==> src/rtl/cla_mw_add_ctrl.sv <==
// -----------------------------------------------------------------------------
// cla_mw_add_ctrl
//
// Multi-word add/subtract sequencer. A wide operand pair (NUM_WORDS words of
// DATA_WIDTH bits) is accepted over a valid/ready handshake. One CLA_top
// instance then processes one word per cycle, from least to most significant,
// with the inter-word carry held in a register. The wide result is returned
// over a second valid/ready handshake. This trades latency for adder area.
//
// Ports (W = DATA_WIDTH*NUM_WORDS):
//   clk          in   1  rising-edge clock
//   rst_n        in   1  asynchronous active-low reset
//   start_valid  in   1  request valid
//   start_ready  out  1  request accepted on start_valid && start_ready
//   a, b         in   W  operands; word 0 is bits [DATA_WIDTH-1:0]
//   cin          in   1  carry-in for add (ignored when sub = 1)
//   sub          in   1  1: compute a - b
//   busy         out  1  operation in progress or result waiting
//   res_valid    out  1  result valid
//   res_ready    in   1  consumer accepts result on res_valid && res_ready
//   res          out  W  sum / difference (modulo 2^W)
//   cout         out  1  carry out of MSB (for subtract: 1 = no borrow)
//   ovf          out  1  two's-complement overflow of the W-bit result
//
// CLA_top (same file): DATA_WIDTH-bit carry-lookahead adder.
//   i_a, i_b  in   DATA_WIDTH  addends
//   i_cin     in   1           carry-in
//   o_sum     out  DATA_WIDTH  sum
//   o_cout    out  1           carry-out
// -----------------------------------------------------------------------------

module CLA_top #(
  parameter int DATA_WIDTH = 64
) (
  input  logic [DATA_WIDTH-1:0] i_a,
  input  logic [DATA_WIDTH-1:0] i_b,
  input  logic                  i_cin,
  output logic [DATA_WIDTH-1:0] o_sum,
  output logic                  o_cout
);

  // The adder is built from 4-bit lookahead groups. The operands are
  // zero-padded up to a whole number of groups. Padded bits have g = p = 0,
  // so they never disturb the carry into bit DATA_WIDTH.
  localparam int NG = (DATA_WIDTH + 3) / 4;
  localparam int PW = NG * 4;

  logic [PW-1:0] w_g;
  logic [PW-1:0] w_p;
  logic [PW:0]   w_c;

  assign w_g = PW'(i_a) & PW'(i_b);
  assign w_p = PW'(i_a) ^ PW'(i_b);

  always_comb begin
    // NOTE: every variable assigned in a combinational block gets a default
    // first, so no path can leave it unassigned and infer a latch.
    w_c    = '0;
    w_c[0] = i_cin;
    for (int k = 0; k < NG; k++) begin
      // Every carry inside the group is formed directly from the group
      // carry-in. Carries do not ripple bit to bit.
      w_c[4*k+1] = w_g[4*k] | (w_p[4*k] & w_c[4*k]);
      w_c[4*k+2] = w_g[4*k+1]
                 | (w_p[4*k+1] & w_g[4*k])
                 | (w_p[4*k+1] & w_p[4*k] & w_c[4*k]);
      w_c[4*k+3] = w_g[4*k+2]
                 | (w_p[4*k+2] & w_g[4*k+1])
                 | (w_p[4*k+2] & w_p[4*k+1] & w_g[4*k])
                 | (w_p[4*k+2] & w_p[4*k+1] & w_p[4*k] & w_c[4*k]);
      // Group generate / propagate feed the next group's carry-in.
      w_c[4*k+4] = w_g[4*k+3]
                 | (w_p[4*k+3] & w_g[4*k+2])
                 | (w_p[4*k+3] & w_p[4*k+2] & w_g[4*k+1])
                 | (w_p[4*k+3] & w_p[4*k+2] & w_p[4*k+1] & w_g[4*k])
                 | (&w_p[4*k +: 4] & w_c[4*k]);
    end
  end

  assign o_sum  = w_p[DATA_WIDTH-1:0] ^ w_c[DATA_WIDTH-1:0];
  assign o_cout = w_c[DATA_WIDTH];

endmodule

module cla_mw_add_ctrl #(
  parameter int DATA_WIDTH = 64,
  parameter int NUM_WORDS  = 4
) (
  input  logic                            clk,
  input  logic                            rst_n,
  input  logic                            start_valid,
  output logic                            start_ready,
  input  logic [DATA_WIDTH*NUM_WORDS-1:0] a,
  input  logic [DATA_WIDTH*NUM_WORDS-1:0] b,
  input  logic                            cin,
  input  logic                            sub,
  output logic                            busy,
  output logic                            res_valid,
  input  logic                            res_ready,
  output logic [DATA_WIDTH*NUM_WORDS-1:0] res,
  output logic                            cout,
  output logic                            ovf
);

  localparam int W  = DATA_WIDTH * NUM_WORDS;
  localparam int IW = $clog2(NUM_WORDS);
  localparam logic [IW-1:0] LAST_IDX = IW'(NUM_WORDS - 1);

  typedef enum logic [1:0] {
    ST_IDLE = 2'd0,
    ST_RUN  = 2'd1,
    ST_DONE = 2'd2
  } state_t;

  state_t r_state;
  state_t w_state_nxt;

  logic [W-1:0]          r_op_a;
  logic [W-1:0]          r_op_b;
  logic [DATA_WIDTH-1:0] r_res_word [NUM_WORDS];
  logic [IW-1:0]         r_idx;
  logic                  r_carry;
  logic                  r_sa;
  logic                  r_sb;
  logic                  r_cout;
  logic                  r_ovf;

  logic [DATA_WIDTH-1:0] w_a_word [NUM_WORDS];
  logic [DATA_WIDTH-1:0] w_b_word [NUM_WORDS];
  logic [DATA_WIDTH-1:0] w_sum;
  logic                  w_cout;
  logic                  w_accept;
  logic                  w_last;

  // Word views of the operand registers, and packing of the result words.
  for (genvar g = 0; g < NUM_WORDS; g++) begin : g_words
    assign w_a_word[g] = r_op_a[g*DATA_WIDTH +: DATA_WIDTH];
    assign w_b_word[g] = r_op_b[g*DATA_WIDTH +: DATA_WIDTH];
    assign res[g*DATA_WIDTH +: DATA_WIDTH] = r_res_word[g];
  end

  assign w_accept = start_valid && (r_state == ST_IDLE);
  assign w_last   = (r_idx == LAST_IDX);

  CLA_top #(
    .DATA_WIDTH (DATA_WIDTH)
  ) u_cla (
    .i_a    (w_a_word[r_idx]),
    .i_b    (w_b_word[r_idx]),
    .i_cin  (r_carry),
    .o_sum  (w_sum),
    .o_cout (w_cout)
  );

  // ---------------------------------------------------------------------------
  // FSM
  // ---------------------------------------------------------------------------
  always_ff @(posedge clk or negedge rst_n) begin
    // NOTE: sequential state uses non-blocking assignments, so every register
    // samples its pre-edge value no matter how the blocks are ordered.
    if (!rst_n) r_state <= ST_IDLE;
    else        r_state <= w_state_nxt;
  end

  always_comb begin
    w_state_nxt = r_state;
    start_ready = 1'b0;
    busy        = 1'b0;
    res_valid   = 1'b0;
    case (r_state)
      ST_IDLE: begin
        start_ready = 1'b1;
        if (start_valid) w_state_nxt = ST_RUN;
      end
      ST_RUN: begin
        busy = 1'b1;
        if (w_last) w_state_nxt = ST_DONE;
      end
      ST_DONE: begin
        busy      = 1'b1;
        res_valid = 1'b1;
        if (res_ready) w_state_nxt = ST_IDLE;
      end
      default: w_state_nxt = ST_IDLE;
    endcase
  end

  // ---------------------------------------------------------------------------
  // Operand capture. Subtraction is A + ~B + 1, so B is inverted here once.
  // ---------------------------------------------------------------------------
  // NOTE: the wide operand registers are not reset. They are always loaded at
  // accept before they are read, and leaving them unreset keeps the reset net
  // off 2*W flops.
  always_ff @(posedge clk) begin
    if (w_accept) begin
      r_op_a <= a;
      r_op_b <= sub ? ~b : b;
    end
  end

  // ---------------------------------------------------------------------------
  // Word sequencing, carry chain and result registers
  // ---------------------------------------------------------------------------
  always_ff @(posedge clk or negedge rst_n) begin
    if (!rst_n) begin
      r_idx   <= '0;
      r_carry <= 1'b0;
      r_sa    <= 1'b0;
      r_sb    <= 1'b0;
      r_cout  <= 1'b0;
      r_ovf   <= 1'b0;
      for (int i = 0; i < NUM_WORDS; i++) r_res_word[i] <= '0;
    end else if (w_accept) begin
      r_idx   <= '0;
      r_carry <= sub | cin;
      r_sa    <= a[W-1];
      r_sb    <= sub ? ~b[W-1] : b[W-1];
    end else if (r_state == ST_RUN) begin
      r_res_word[r_idx] <= w_sum;
      r_carry           <= w_cout;
      if (w_last) begin
        // The top word's carry goes only to cout. Overflow means both
        // operands had the same sign and the result sign differs from it.
        r_idx  <= '0;
        r_cout <= w_cout;
        r_ovf  <= (r_sa == r_sb) && (w_sum[DATA_WIDTH-1] != r_sa);
      end else begin
        r_idx <= r_idx + IW'(1);
      end
    end
  end

  assign cout = r_cout;
  assign ovf  = r_ovf;

endmodule

==> config.mk <==
export PLATFORM = sky130hd
export DESIGN_NAME = cla_mw_add_ctrl
export DESIGN_NICKNAME = d
export VERILOG_FILES = /design/src/rtl/cla_mw_add_ctrl.sv
export SDC_FILE = /design/constraint.sdc
export NUM_CORES = 1
export LEC_CHECK = 0
export BUFFER_PORTS_ARGS = -buffer_cell sky130_fd_sc_hd__buf_2
export CAP_MARGIN = 20
export CORE_AREA = 2 2 302 304
export CTS_BUF_LIST = sky130_fd_sc_hd__clkbuf_8
export DETAILED_ROUTE_END_ITERATION = 6
export DIE_AREA = 0 0 304 306
export HOLD_SLACK_MARGIN = 0.1
export PLACE_DENSITY = 0.7
export SYNTH_ARGS = -nofsm -noshare
export SYNTH_HDL_FRONTEND = slang
export SYNTH_SLANG_ARGS = --single-unit
==> constraint.sdc <==
create_clock -name clk -period 12.77 [get_ports clk]
set_input_delay 1.277 -clock clk [delete_from_list [all_inputs] [get_ports clk]]
set_output_delay 1.277 -clock clk [all_outputs]
set_load 0.1 [all_outputs]
==> impl_metrics.toml, run 1 <==
[critical_path]
worstPathRequired_ns = 13.45
crit_top_cell = "nand2_1"
critPathMaxStageDelay_ns = 0.97
crit_fanout = 47
arrival_ns = 6.84
worst-setup-path-type = "flop to flop"
crit_chain = "buf_4 -> mux4_2 -> ha_1 -> nand2_1 -> nor3_1 -> nand3_1 -> a31oi_1 -> o211ai_1 -> nand2_1 -> inv_1 -> o21ai_0 -> fa_1 -> mux2_2"
rrSetupSlack_ns = 6.61
crit_path_end_kind = "flop"
start_kind = "flop"
cpMaxStageDelayCell = "dfrtp_4"

[yosys]
yosysSeqAreaShare = 0.6649
yosys.area_share.simple = 0.02650
synthCells = 1983
synth-async-reset-ratio = 0.3411
synth_xor_area_frac = 0.07938
synth_compound_area_frac = 0.03776
yosysTopAreaCellShare = 0.4645
synth_edf_count = 512
synth_ff_type = "edfxtp_1"
syn-num-nets = 2588
ys.warnings.count = 0
yosys-mux-area-fraction = 0.1422
synthAdderAreaFrac = 0.03652
synthTopCellsByArea = "edfxtp_1 46%, dfrtp_1 20%, mux4_2 8.7%, xor2_1 7.1%, mux2_2 5.5%"
ys_types = 50
synth_top_family_by_area = "multiplexers"
synth_area_mm2 = 0.03310
yosys.area.top_type = "edfxtp_1"
avgSynthCellArea_um2 = 16.69
synth-seq-cells = 777

[drt]
route.vias.total = 20210
postRouteAntennaNets = 0
dr.pass1.iters = 7
wirelength_um = 93570
drc = 0
route.detailed.wl_per_inst_um = 22.66
avgViaCountPerCell = 4.894
drt_iter0_drc = 1409

[final_layout]
area_growth_syn_to_layout_pct = 23.86
drive_above_1_share = 0.4401
n_fill_cell = 8000
fin_nets = 3425
final_common_cell = "buf_2"
mostFrequentLayoutCells = "776 x buf_2, 512 x edfxtp_1, 269 x xor2_1"

[sta]
worstMarginPinSlew_ns = 1.094
relSlewSlack = 0.2705
final.min_clock_period_ns = 6.160
hold_viol_final = 0
skew_ns = 0.03379
final-max-slew-violation-count = 0
fin_crit_sh = 0.4824
setup_tns_ns = 0
fmax_mhz = 162.3
grt_setup_unrepaired = "no"
setup-violations-final = 0

[grt]
grt_first_pass_wirelength_um = 136000
grt-ovfl-total = 0
grt.total_usage = 0.1990
antenna_found_initial = 27
grt_max_degree = 187
grt_pass1_vias = 21380

[floorplan]
ios = 779
coreArea_mm2 = 0.08960
die_area_mm2 = 0.09302
dieWidth_um = 304
num_rows = 110
start_util = 0.3694
die_h_um = 306

[outcome]
status = "finished, final reports clean"

[cts]
post_cts_buffers = 0
clock_path_buffers = 3
clk_pin_slew_ns = 0.07
cts_made_buffers = 133
cts_tree = "done"
hold_buffers = 0
root_buffer = "clkbuf_8"
h-tree-depth = 4
worstSkewPairLatency_ns = 0.81
cts_resized = 0
clock-sinks = 777

[hold_path]
hold_path.class = "input pin to asynchronous set/reset pin"

[placed_design]
place_congestion = 0.8110
port_buffers = 778
hpwl_um = 67910

[flow_run]
maxCapViolations = 0
## worst max-delay path: cells and delay by family, from the launching register on
family                   cells  cell delay, ns
AO/OA/AOI/OAI                3            1.30
flip-flops                   1            0.97
AND/OR/NAND/NOR              4            1.09
buffers and inverters        2            0.90
multiplexers                 2            0.88
adder cells (fa/ha/maj)      2            0.84
## state kept, by name, summed over array words and instances, names as in the netlist
signal   count
cout         1
ovf          1
r_carry      1
r_idx        2
r_op_a     256
r_op_b     256
r_sa         1
r_sb         1
r_state      2
res        256
## cell families after synthesis
group / count (synthesis)
mux: 290
buf+inv: 113
flops: 777
fa+ha+maj: 87
xor+xnor: 300
compound gates: 215
simple gates: 201
## worst paths after layout
path,startpoint,depth (start not counted),to
worst max-delay path,r_idx[0],13,res[52]
worst min-delay path,rst_n,1,res[189]
worst max register to register,r_idx[0],13,res[52]
worst min register to register,ovf,2,ovf
max in group asynchronous,rst_n,3,res[218]
min in group clk,ovf,2,ovf
## metal layers
| layer | GRT usage | wire length [µm] |
|---|---|---|
| met1 | 0.2250 | 35000 |
| met3 | 0.06622 | 7422 |
| met2 | 0.3479 | 48530 |
| met4 | 0.07752 | 2516 |
| met5 | 0 | 103 |
## stage by stage
stage / instances / setup slack, ns / utilization / hold WS (ns) / area (µm²)
2_1_floorplan: 1983 / 3.122 / - / 0.4971 / 33100
3_3_place_gp: 3861 / 6.382 / 0.4281 / 0.4561 / 38360
3_5_place_dp: 3861 / 6.294 / 0.4281 / 0.4630 / 38360
4_1_cts: 4107 / 6.229 / 0.4569 / 0.4533 / 40940
5_1_grt: 4126 / 5.971 / 0.4575 / 0.4801 / 40990
6_report: 4130 / 6.610 / 0.4576 / 0.4602 / 41000
## synthesized netlist by cell type, types with 9 or more instances
library cell and instances:
nand3_1 9, xnor2_1 31, o21ai_0 110, mux2_2 161
buf_1 57, dfrtp_1 265, nor2_1 21, mux4_2 128
nand2_1 135, a21oi_1 39, fa_1 16, inv_1 18
xor2_1 269, edfxtp_1 512, o31ai_1 10, ha_1 71
clkbuf_1 38, a21o_1 20
## area by class of cell
class                   instances  area (µm²)  area share
diodes                         23       57.56    0.001404
clock buffers                 153        2106     0.05136
clock inverters                93       478.0     0.01166
inverters                      18       71.32    0.001740
multi-input cells            1093       10710      0.2611
flip-flops and latches        777       22010      0.5369
well taps                    1176        1471     0.03589
repair buffers                797        4094     0.09986
Power of run 1 is left out: the tool's default activity adds up to more than one toggle a clock period on the data nets, which glitch-free logic cannot reach.
==> inputs of run 2 (changes only) <==
==> constraint.sdc (replaced) <==
create_clock -name clk -period 5.6 [get_ports clk]
set_input_delay 0.56 -clock clk [delete_from_list [all_inputs] [get_ports clk]]
set_output_delay 0.56 -clock clk [all_outputs]
set_load 0.1 [all_outputs]
==> run 2 against run 1 <==
Against the previous run:
- wire length grew 11%
- global-route usage grew 2.1 points
- critical endpoint is now r_carry
- via count grew 15%
- fmax grew 15%
- highest routed layer is now met4
- design area grew 14%
==> impl_metrics.toml, run 2 (synthesized netlist as in run 1, its figures left out) <==
[drt]
met2_length_um = 53300
route.vias.total = 23200
drt-met1-wl_um = 38690
drc = 0
avgViaCountPerCell = 4.963
wl_met3_um = 7133
wirelength_um = 103500
dr.pass1.iters = 5
drt_iter0_drc = 1927
route.detailed.wl_per_inst_um = 22.13
postRouteAntennaNets = 0
routed.top_layer = "met4"

[placed_design]
hpwl_um = 67790
port_buffers = 778
dp_slack_ns = 0.3517
place_congestion = 0.8147

[sta]
final-max-slew-violation-count = 0
worstMarginPinSlew_ns = 1.112
skew_ns = 0.03743
grt_setup_unrepaired = "no"
setup-violations-final = 0
final.min_clock_period_ns = 5.347
fmax_mhz = 187.0
fin_ws_ns = 0.2525
fin_crit_sh = 0.9549
relSlewSlack = 0.2544
hold_viol_final = 0

[final_layout]
area_growth_syn_to_layout_pct = 40.77
drive_above_1_share = 0.3795
mostFrequentLayoutCells = "776 x buf_2, 516 x dlygate4sd3_1, 512 x edfxtp_1"
final_common_cell = "buf_2"
fin_nets = 3978
n_fill_cell = 7137

[floorplan]
die_h_um = 306
dieWidth_um = 304
num_rows = 110
coreArea_mm2 = 0.08960
die_area_mm2 = 0.09302
ios = 779
start_util = 0.3694

[critical_path]
crit_top_cell = "buf_4"
crit_path_end_kind = "flop"
critPathMaxStageDelay_ns = 0.61
crit_chain = "buf_4 -> buf_4 -> mux4_2 -> ha_1 -> a211oi_1 -> o21ai_0 -> nand3_1 -> nand4_1 -> a211o_1 -> o21ai_2 -> o31ai_2 -> o31a_1 -> a21oi_1 -> a31oi_1 -> dlygate4sd3_1"
start_kind = "flop"
worst-setup-path-type = "flop to flop"
cpMaxStageDelayCell = "dlygate4sd3_1"
arrival_ns = 6.02
crit_fanout = 13
worstPathRequired_ns = 6.27

[cts]
clock_path_buffers = 3
clk_pin_slew_ns = 0.06
worstSkewPairLatency_ns = 0.81
cts_made_buffers = 136
root_buffer = "clkbuf_8"
cts_tree = "done"
h-tree-depth = 4
clock-sinks = 777

[grt]
antenna_found_initial = 11
grt-ovfl-total = 0
grt_max_degree = 155
grt_first_pass_wirelength_um = 152600
grt.total_usage = 0.2198
grt_pass1_vias = 25110

[flow_run]
maxCapViolations = 0

[hold_path]
hold_path.class = "input pin to flop"

[outcome]
status = "finished, final reports clean"
==> run 2: worst max-delay path: cells and delay by family, from the launching register on <==
kind | cells | cell delay [ns]
AO/OA/AOI/OAI | 8 | 2.26
buffers and inverters | 3 | 0.95
AND/OR/NAND/NOR | 2 | 0.58
flip-flops | 1 | 0.58
multiplexers | 1 | 0.52
adder cells (fa/ha/maj) | 1 | 0.31
==> run 2: path summary, 6_finish.rpt <==
path,start,slack [ns],end,cells past startpoint
hold / removal,start_valid,0.24,r_state[0],5
hold reg to reg,res[171],0.47,res[171],2
setup reg to reg,r_idx[0],0.25,r_carry,15
min in group asynchronous,rst_n,0.45,res[125],2
setup / recovery,r_idx[0],0.25,r_carry,15
max in group asynchronous,rst_n,3.80,res[153],3
==> run 2: final cells by class <==
| type | count | area, µm² | area share |
|---|---|---|---|
| diodes | 12 | 30.03 | 0.0006445 |
| clock buffers | 159 | 2188 | 0.04697 |
| clock inverters | 92 | 481.7 | 0.01034 |
| inverters | 18 | 71.32 | 0.001531 |
| multi-input cells | 1093 | 10740 | 0.2304 |
| flip-flops and latches | 777 | 22010 | 0.4724 |
| well taps | 1176 | 1471 | 0.03158 |
| repair buffers | 1347 | 9602 | 0.2061 |
==> run 2: repair_timing <==
item / CTS / global route
gates resized for setup: 0 / 3
setup buffers: 0 / 8
endpoints found under the setup margin: 0 / 5
hold buffers: 516 / 0
endpoints found under the hold margin: 619 / 0
==> run 2: through the flow <==
step	util	hold WS, ns	area (µm²)	setup TNS, ns	cells
after detailed placement	0.4314	0.4651	38650	0	3887
after floorplan	-	0.2644	33120	-1720.64	1983
final	0.5200	0.2399	46590	0	4674
after global placement	0.4314	0.4551	38650	0	3887
after CTS	0.5188	0.1670	46490	0	4654
after global routing	0.5200	0.2663	46590	0	4671
==> run 2: layer usage <==
metal  up-vias  GRT usage
met4         0     0.1024
met3       268    0.05447
met1     11610     0.2525
li1      10230          -
met5         -          0
met2      1097     0.3861
Power of run 2 is left out for the same reason.
